===== src/rtl/pe_inject_queue.sv =====
// pe_inject_queue: injection-side buffer between a PE and its 3D Hoplite router.
// Flits from the PE are queued in a small FIFO. The head flit is offered to the router
// for one cycle, and the block then waits one cycle for the router's registered
// injection_success. A refused flit is offered again, so flits leave in the order
// they arrived.
//
// state | meaning
// IDLE  | FIFO empty, nothing offered to the router
// ISSUE | head flit on pe_input with pe_in_valid=1 (exactly one cycle)
// WAIT  | injection_success reports the flit offered in ISSUE; pop on success
module pe_inject_queue #(
  parameter int FLIT_SIZE = 128,
  parameter int DEPTH     = 8,
  parameter int PTR_W     = 3,
  parameter int CNT_W     = 32
) (
  input  logic                 clk,
  input  logic                 rst,
  input  logic                 src_valid,
  input  logic [FLIT_SIZE-1:0] src_flit,
  output logic                 src_ready,
  output logic                 pe_in_valid,
  output logic [FLIT_SIZE-1:0] pe_input,
  input  logic                 injection_success,
  output logic [PTR_W:0]       occupancy,
  output logic                 fifo_empty,
  output logic                 fifo_full,
  output logic [CNT_W-1:0]     inject_count,
  output logic [CNT_W-1:0]     retry_count
);

  typedef enum logic [1:0] {
    IDLE  = 2'd0,
    ISSUE = 2'd1,
    WAIT  = 2'd2
  } state_t;

  localparam logic [PTR_W:0] DEPTH_C = (PTR_W + 1)'(DEPTH);

  state_t               state;
  logic [FLIT_SIZE-1:0] mem [DEPTH];
  logic [PTR_W-1:0]     wr_ptr;
  logic [PTR_W-1:0]     rd_ptr;
  logic [PTR_W-1:0]     head_addr;
  logic [PTR_W:0]       count;
  logic [PTR_W:0]       count_next;
  logic [FLIT_SIZE-1:0] head_next;
  logic                 wr_en;
  logic                 pop;

  assign src_ready  = (count != DEPTH_C);
  assign wr_en      = src_valid && src_ready;
  assign pop        = (state == WAIT) && injection_success;
  assign count_next = count + {{PTR_W{1'b0}}, wr_en} - {{PTR_W{1'b0}}, pop};

  assign occupancy  = count;
  assign fifo_empty = (count == '0);
  assign fifo_full  = (count == DEPTH_C);

  // The flit to offer next cycle sits at rd_ptr, or at rd_ptr+1 if the head pops now.
  // If that slot is being written this very cycle, the memory does not hold it yet,
  // so the incoming flit is forwarded straight into the output register.
  always_comb begin
    head_addr = pop ? rd_ptr + PTR_W'(1) : rd_ptr;
    head_next = mem[head_addr];
    if (wr_en && (wr_ptr == head_addr)) begin
      head_next = src_flit;
    end
  end

  // Storage array; not reset, since the pointer reset discards its contents.
  always_ff @(posedge clk) begin
    if (wr_en) begin
      mem[wr_ptr] <= src_flit;
    end
  end

  // FIFO pointers and occupancy count.
  always_ff @(posedge clk) begin
    if (rst) begin
      wr_ptr <= '0;
      rd_ptr <= '0;
      count  <= '0;
    end else begin
      if (wr_en) begin
        wr_ptr <= wr_ptr + PTR_W'(1);
      end
      if (pop) begin
        rd_ptr <= rd_ptr + PTR_W'(1);
      end
      count <= count_next;
    end
  end

  // Offer sequencer: one ISSUE/WAIT round trip per attempt, with registered router outputs.
  always_ff @(posedge clk) begin
    if (rst) begin
      state       <= IDLE;
      pe_in_valid <= 1'b0;
      pe_input    <= '0;
    end else begin
      pe_in_valid <= 1'b0;
      pe_input    <= '0;
      case (state)
        IDLE: begin
          if (count != '0) begin
            state       <= ISSUE;
            pe_in_valid <= 1'b1;
            pe_input    <= head_next;
          end
        end
        ISSUE: begin
          state <= WAIT;
        end
        WAIT: begin
          // A refusal re-offers the same head; a success moves to the next flit if one exists.
          if (!injection_success || (count_next != '0)) begin
            state       <= ISSUE;
            pe_in_valid <= 1'b1;
            pe_input    <= head_next;
          end else begin
            state <= IDLE;
          end
        end
        default: begin
          state <= IDLE;
        end
      endcase
    end
  end

  // Statistics: accepted flits and refused attempts, both wrapping.
  always_ff @(posedge clk) begin
    if (rst) begin
      inject_count <= '0;
      retry_count  <= '0;
    end else if (state == WAIT) begin
      if (injection_success) begin
        inject_count <= inject_count + CNT_W'(1);
      end else begin
        retry_count <= retry_count + CNT_W'(1);
      end
    end
  end

endmodule


===== config.mk =====
export PLATFORM = sky130hd
export DESIGN_NAME = pe_inject_queue
export DESIGN_NICKNAME = d
export VERILOG_FILES = /design/src/rtl/pe_inject_queue.sv
export SDC_FILE = /design/constraint.sdc
export NUM_CORES = 2
export LEC_CHECK = 0
export BUFFER_PORTS_ARGS = -buffer_cell sky130_fd_sc_hd__buf_2
export CORE_AREA = 10 10 301 448
export CTS_CLUSTER_DIAMETER = 50
export CTS_CLUSTER_SIZE = 30
export DETAILED_ROUTE_END_ITERATION = 8
export DIE_AREA = 0 0 311 458
export GPL_ROUTABILITY_DRIVEN = 0
export SYNTH_ARGS = -nofsm -noshare
export SYNTH_HDL_FRONTEND = slang
export SYNTH_SLANG_ARGS = --single-unit

===== constraint.sdc =====
create_clock -name clk -period 27.2 [get_ports clk]
set_clock_uncertainty 0.2 [all_clocks]
set_input_delay 2.72 -clock clk [delete_from_list [all_inputs] [get_ports clk]]
set_output_delay 2.72 -clock clk [all_outputs]
set_load 0.005 [all_outputs]

# == Yosys cells after proc, flatten, opt, wreduce, memory -nomap -nowiden ==
# Memories as Yosys holds them, arrays and structs flattened.
# Cells that the tools add are included.
# totals
wordCells,46
n_memories,1
input_bits,132
reg_bits,205
out_inout_bits,200
ram_bits,1024
# classes
n_eq_ne,6
n_bitwise,1
reduce_logical,11
muxes,13
addsub,6
# memory_table
name,depth,word_bits,read_ports,rd_ports_with_merged_regs,wr,line_no,source
mem,8,128,1,0,1,41,logic [FLIT_SIZE-1:0] mem [DEPTH];
# ops
operator,n
two-way mux 128 bit,3
one-hot mux 128 bit (2 select lines),1
"adder 32 x 1 -> 32 bit, second input constant",2
nonzero test 4 bit,2
"adder 3 x 1 -> 3 bit, second input constant",2
one-hot mux 2 bit (3 select lines),1
two-way mux 1 bit,5
adder 4 x 1 -> 4 bit,1
"equality test 4 bit, second input constant",1
logical NOT 4 bit,1
"!= test 4 bit, second input constant",1
AND reduction 2 bit,2
subtractor 4 x 1 -> 4 bit,1
equality test 3 bit,1
logical AND 1 bit,3
two-way mux 3 bit,1
"equality test 2 x 1 -> 1 bit, second input constant",1
"equality test 2 bit, second input constant",1
logical NOT 2 bit,1
two-way mux 2 bit,1
"!= test 2 bit, second input constant",1
one-hot mux 1 bit (2 select lines),1
logical NOT 1 bit,1
logical OR 1 bit,1
inverter 1 bit,1

# == Logic depth before layout (Yosys ltp) ==
# logic_depth
depth_word,8
depth_mapped,18
mapped_depth_nobuf,14

# == Worst setup path after synthesis ==
# OpenSTA, ideal clock, no wires.
# synth_timing
path_type,input to register
startpoint,input port src_valid
endpoint,memory mem[0][0] (enable)
arrival_time_ns,14.972
cell_stages,2
t_required_ns,26.070
slack_ns,11.098
path_buffers,0
setup_time_ns,0.930
cell_sequence,nand2_1 > nor4_1
# synth_between
elab_chain_cells,3
# synth_lines
element,line_no,source
"start, declared",19,"input logic src_valid,"
logical AND 1 bit,52,assign wr_en = src_valid && src_ready;
two-way mux 1 bit,73,if (wr_en) begin
two-way mux 1 bit (not written as such),74,mem[wr_ptr] <= src_flit;
"end, declared",41,
# No other way between the ends.

# == Worst setup path after layout ==
# layout_timing
startpoint,input port injection_success
endpoint,register pe_input[119]
# layout_between
elab_chain_cells,7
# layout_lines
element,line_no,source
"start, declared",24,"input logic injection_success,"
"parallel branches: the longest is 6 deep, another holds subtractor 4 x 1 -> 4 bit",--,
one-hot mux 128 bit (2 select lines) (*),104,case (state)
"end signal, assigned",109,pe_input <= head_next;
"end signal, assigned",120,pe_input <= head_next;
"end, declared",23,"output logic [FLIT_SIZE-1:0] pe_input,"
# Mark *: on every way between the ends.
# A chain may end at the register's enable or synchronous reset.

==> results.md <==
- Number of placement rows: 160
- Least setup slack across all paths after layout: 19.83 ns
- Routed vias: 35.3k
- Post-detail-place hpwl: 79,100 um
- Reg-to-reg critical path startpoint: rd_ptr[1]$_SDFF_PP0_
- Setup TNS Final: 0 ns
- Distinct cells, synth: 53
- Area after detailed placement: 0.0597 mm^2
- CTS tree: yes
- Final setup fails: 0
- Post-Place Setup Slack: 19.08 ns
- Die width: 311 um
- Power per cell area: 74.0 mW/mm^2
- Clock edge transition at the registers on the reported setup and hold paths: 0.07 ns
- Worst-path fanout max: 95
- Data arrival time of the critical path: 7.80 ns
- Die extent in y: 458 um
- Peak ir drop on the vdd network: 62.3 uV
- Hold violation total from the final report: 0
- Port Buffer Count: 331
- Wirelength, routed: 146,000 um
- Predominant post-synthesis flop cell: edfxtp_1
- Netlist Area Pre-Place: 0.0567 mm^2
- Initial Utilization: 0.448
- Hold-fix buffer count after cts: 0
- Endpoint kind of the worst setup timing path: flop
- Number of max-cap violations: 0
- Non-Filler Instances: 6,008
- Number of global-route vias before repair: 36.5k
- Die Area: 0.142 mm^2
- Post-route minimum period: 7.37 ns
- Post-synthesis cell count: 4,032
- Number of top-level pins: 332
- Max incr delay on CP: 0.78 ns
- Resized cells post-CTS: 0
- Start point of the worst min-delay path: retry_count[16]$_SDFFE_PP0P_
- Area share of the largest cell type after synthesis: 0.542
- Core Box Area: 0.127 mm^2
- Cell Chain, Critical Path: buf_2 > nand3b_4 > inv_8 > ha_1 > inv_1 > ha_1 > inv_1 > fa_1 > xor2_1 > and4bb_2 > a2111oi_4 > and2_4 > buf_4 > o2bb2ai_1
- Launch point of the worst path: injection_success
- Count of pins over their slew limit: 0
- Ratio of routed vias to standard cells: 5.87
- CP Launch Type: input pin
- Termination of the worst setup path: pe_input[119]$_SDFF_PP0_
- Leakage power: 19.4 nW
- First-pass detailed-route iteration total: 5
- Number of enable flip-flop cells after synthesis: 1,024
- Fmax: 136 MHz
- Data required, critical path: 27.63 ns
- Cell area after layout: 0.0635 mm^2
- First-pass GRT wire length: 221,000 um
- Share of flip-flops with an asynchronous set or reset after synthesis: 0
- Type of the setup path with the least slack: in -> reg
- Net count after synthesis: 4,175
- Number of antenna-violating nets in the routed design: 0
- Number of placed instances with taps included: 5,797
- Worst Hold Path Cells: 2
- Unrepaired setup endpoints after global routing: false
- Leading cell type by number of instances after synthesis: edfxtp_1
- Worst-path cell with the longest stage delay: buf_4
- Worst Hold Margin: 0.305 ns
- Number of buffers added for setup after CTS: 0
- Pin count of the biggest net entering global routing: 199
- Synthesized area divided by synthesized cell count: 14.1 um^2
- Filler Cell Count: 10.8k
- Seq/Total Area, Yosys: 0.614
- CTS H-tree depth: 3
- Finished Core Util: 0.502
- Register-to-register path setup slack: 21.11 ns
- Total CTS buffers: 106
- Clock buffer depth: 3
- Most area-consuming cells after synthesis: edfxtp_1 54%, mux2i_1 11%, dfxtp_1 7.2%
- Clock Tree Root: clkbuf_16
- Clock latency on the worst-skew pair: 0.74 ns
- Relative max-transition margin: 0.217
- Share of final-layout standard cells stronger than drive strength 1: 0.203
- Total power of the final layout: 4.70 mW
- Actual slew at the worst max-slew pin: 1.17 ns
- Flop and latch count out of synthesis: 1,229
- Path type of the worst min-delay path: reg -> reg
- Remaining global-route overflow: 0
- Total Routing Usage GR: 0.199
- Number of sinks on the clock net: 1,229
- Top cells by instance count after synthesis: 1,024 x edfxtp_1, 640 x mux2i_1, 260 x o21ai_0
- Number of antenna violations at the first check in global routing: 24
- Post-synth top area cell: edfxtp_1
- Run status: finished, final reports clean
- Violation count after the first detailed-routing iteration: 2,123
- Average wire length per cell after detail routing: 24.2 um
- Net count reported at finish: 4,347
- Final clock period utilization by the worst path: 0.271
- Area Growth Syn to Fin: 11.9%
- Count of synthesis-stage warnings from yosys: 0
- DRC violation count after routing: 0
- Worst reg2reg path endpoint: pe_input[47]$_SDFF_PP0_
- Cells on worst reg2reg path: 10
cells in the final DEF, fill, tap and decap left out, types with 10 or more instances in the layout:
master,synthesis,final
edfxtp_1,1024,1024
mux2i_1,640,640
buf_2,129,331
o21ai_0,260,260
nand3b_1,252,252
dfxtp_1,205,203
nor2_1,204,201
nand2_1,152,152
a21oi_1,137,137
mux4_2,133,133
mux2_2,127,127
o2bb2ai_1,127,127
o211ai_1,126,126
o22ai_1,126,126
clkbuf_16,0,107
buf_4,3,53
xor2_1,35,35
xnor2_1,27,27
inv_6,0,21
inv_8,0,18
nand3_1,18,18
nand4_1,18,18
clkinv_8,0,18
inv_1,14,14
or3_1,12,12
and4_1,10,10
report_power, final:
part / total, mW / leakage, nW / switching, mW / internal (mW)
Sequential: 2.30 / 11.0 / 0.0850 / 2.21
Clock: 1.61 / 1.83 / 0.801 / 0.808
Combinational: 0.792 / 6.66 / 0.494 / 0.298
Total: 4.70 / 19.4 / 1.38 / 3.32
cell type report:
class | count | area (um^2) | area share
diodes | 9 | 22.5 | 0.000355
inverters | 15 | 63.8 | 0.00101
well taps | 1701 | 2130 | 0.0335
clock inverters | 90 | 1070 | 0.0169
flip-flops and latches | 1229 | 34900 | 0.549
clock buffers | 112 | 2700 | 0.0425
repair buffers | 391 | 2190 | 0.0346
multi-input cells | 2461 | 20400 | 0.322
worst max-delay path, delay by kind of cell:
kind / cells / cell delay [ns]
buffers and inverters: 5 / 1.79
XOR/XNOR: 1 / 0.19
adder cells (fa/ha/maj): 3 / 0.92
AO/OA/AOI/OAI: 2 / 0.69
AND/OR/NAND/NOR: 3 / 1.35
kinds of logic (layout without fill, tap and decap cells):
| group | count (synthesis) | after routing | synth area share |
|---|---|---|---|
| mux | 900 | 900 | 0.191 |
| buf+inv | 342 | 608 | 0.0273 |
| fa+ha+maj | 11 | 11 | 0.00256 |
| other cells | 0 | 9 | 0 |
| flops | 1229 | 1229 | 0.614 |
| xor+xnor | 63 | 63 | 0.00986 |
| simple gates | 704 | 704 | 0.0684 |
| compound gates | 783 | 783 | 0.0866 |
how the worst min path moves through the flow:
stage	endpoint
floorplan	retry_count[16]$_SDFFE_PP0P_
global placement	retry_count[16]$_SDFFE_PP0P_
global route	retry_count[20]$_SDFFE_PP0P_
detailed placement	retry_count[16]$_SDFFE_PP0P_
finish	retry_count[16]$_SDFFE_PP0P_
CTS	retry_count[16]$_SDFFE_PP0P_
metal layers:
| layer | track usage | wire (um) |
|---|---|---|
| met4 | 0.0624 | 3370 |
| met3 | 0.0297 | 6260 |
| met5 | 0 | 155 |
| met1 | 0.238 | 59400 |
| met2 | 0.364 | 76500 |
registers in the layout, summed over array words and instances, names as in the netlist:
signal        flops
occupancy         4
wr_ptr            3
state             2
pe_in_valid       1
mem            1024
retry_count      32
inject_count     32
rd_ptr            3
pe_input        128
Power figures use the tool's default switching activity.
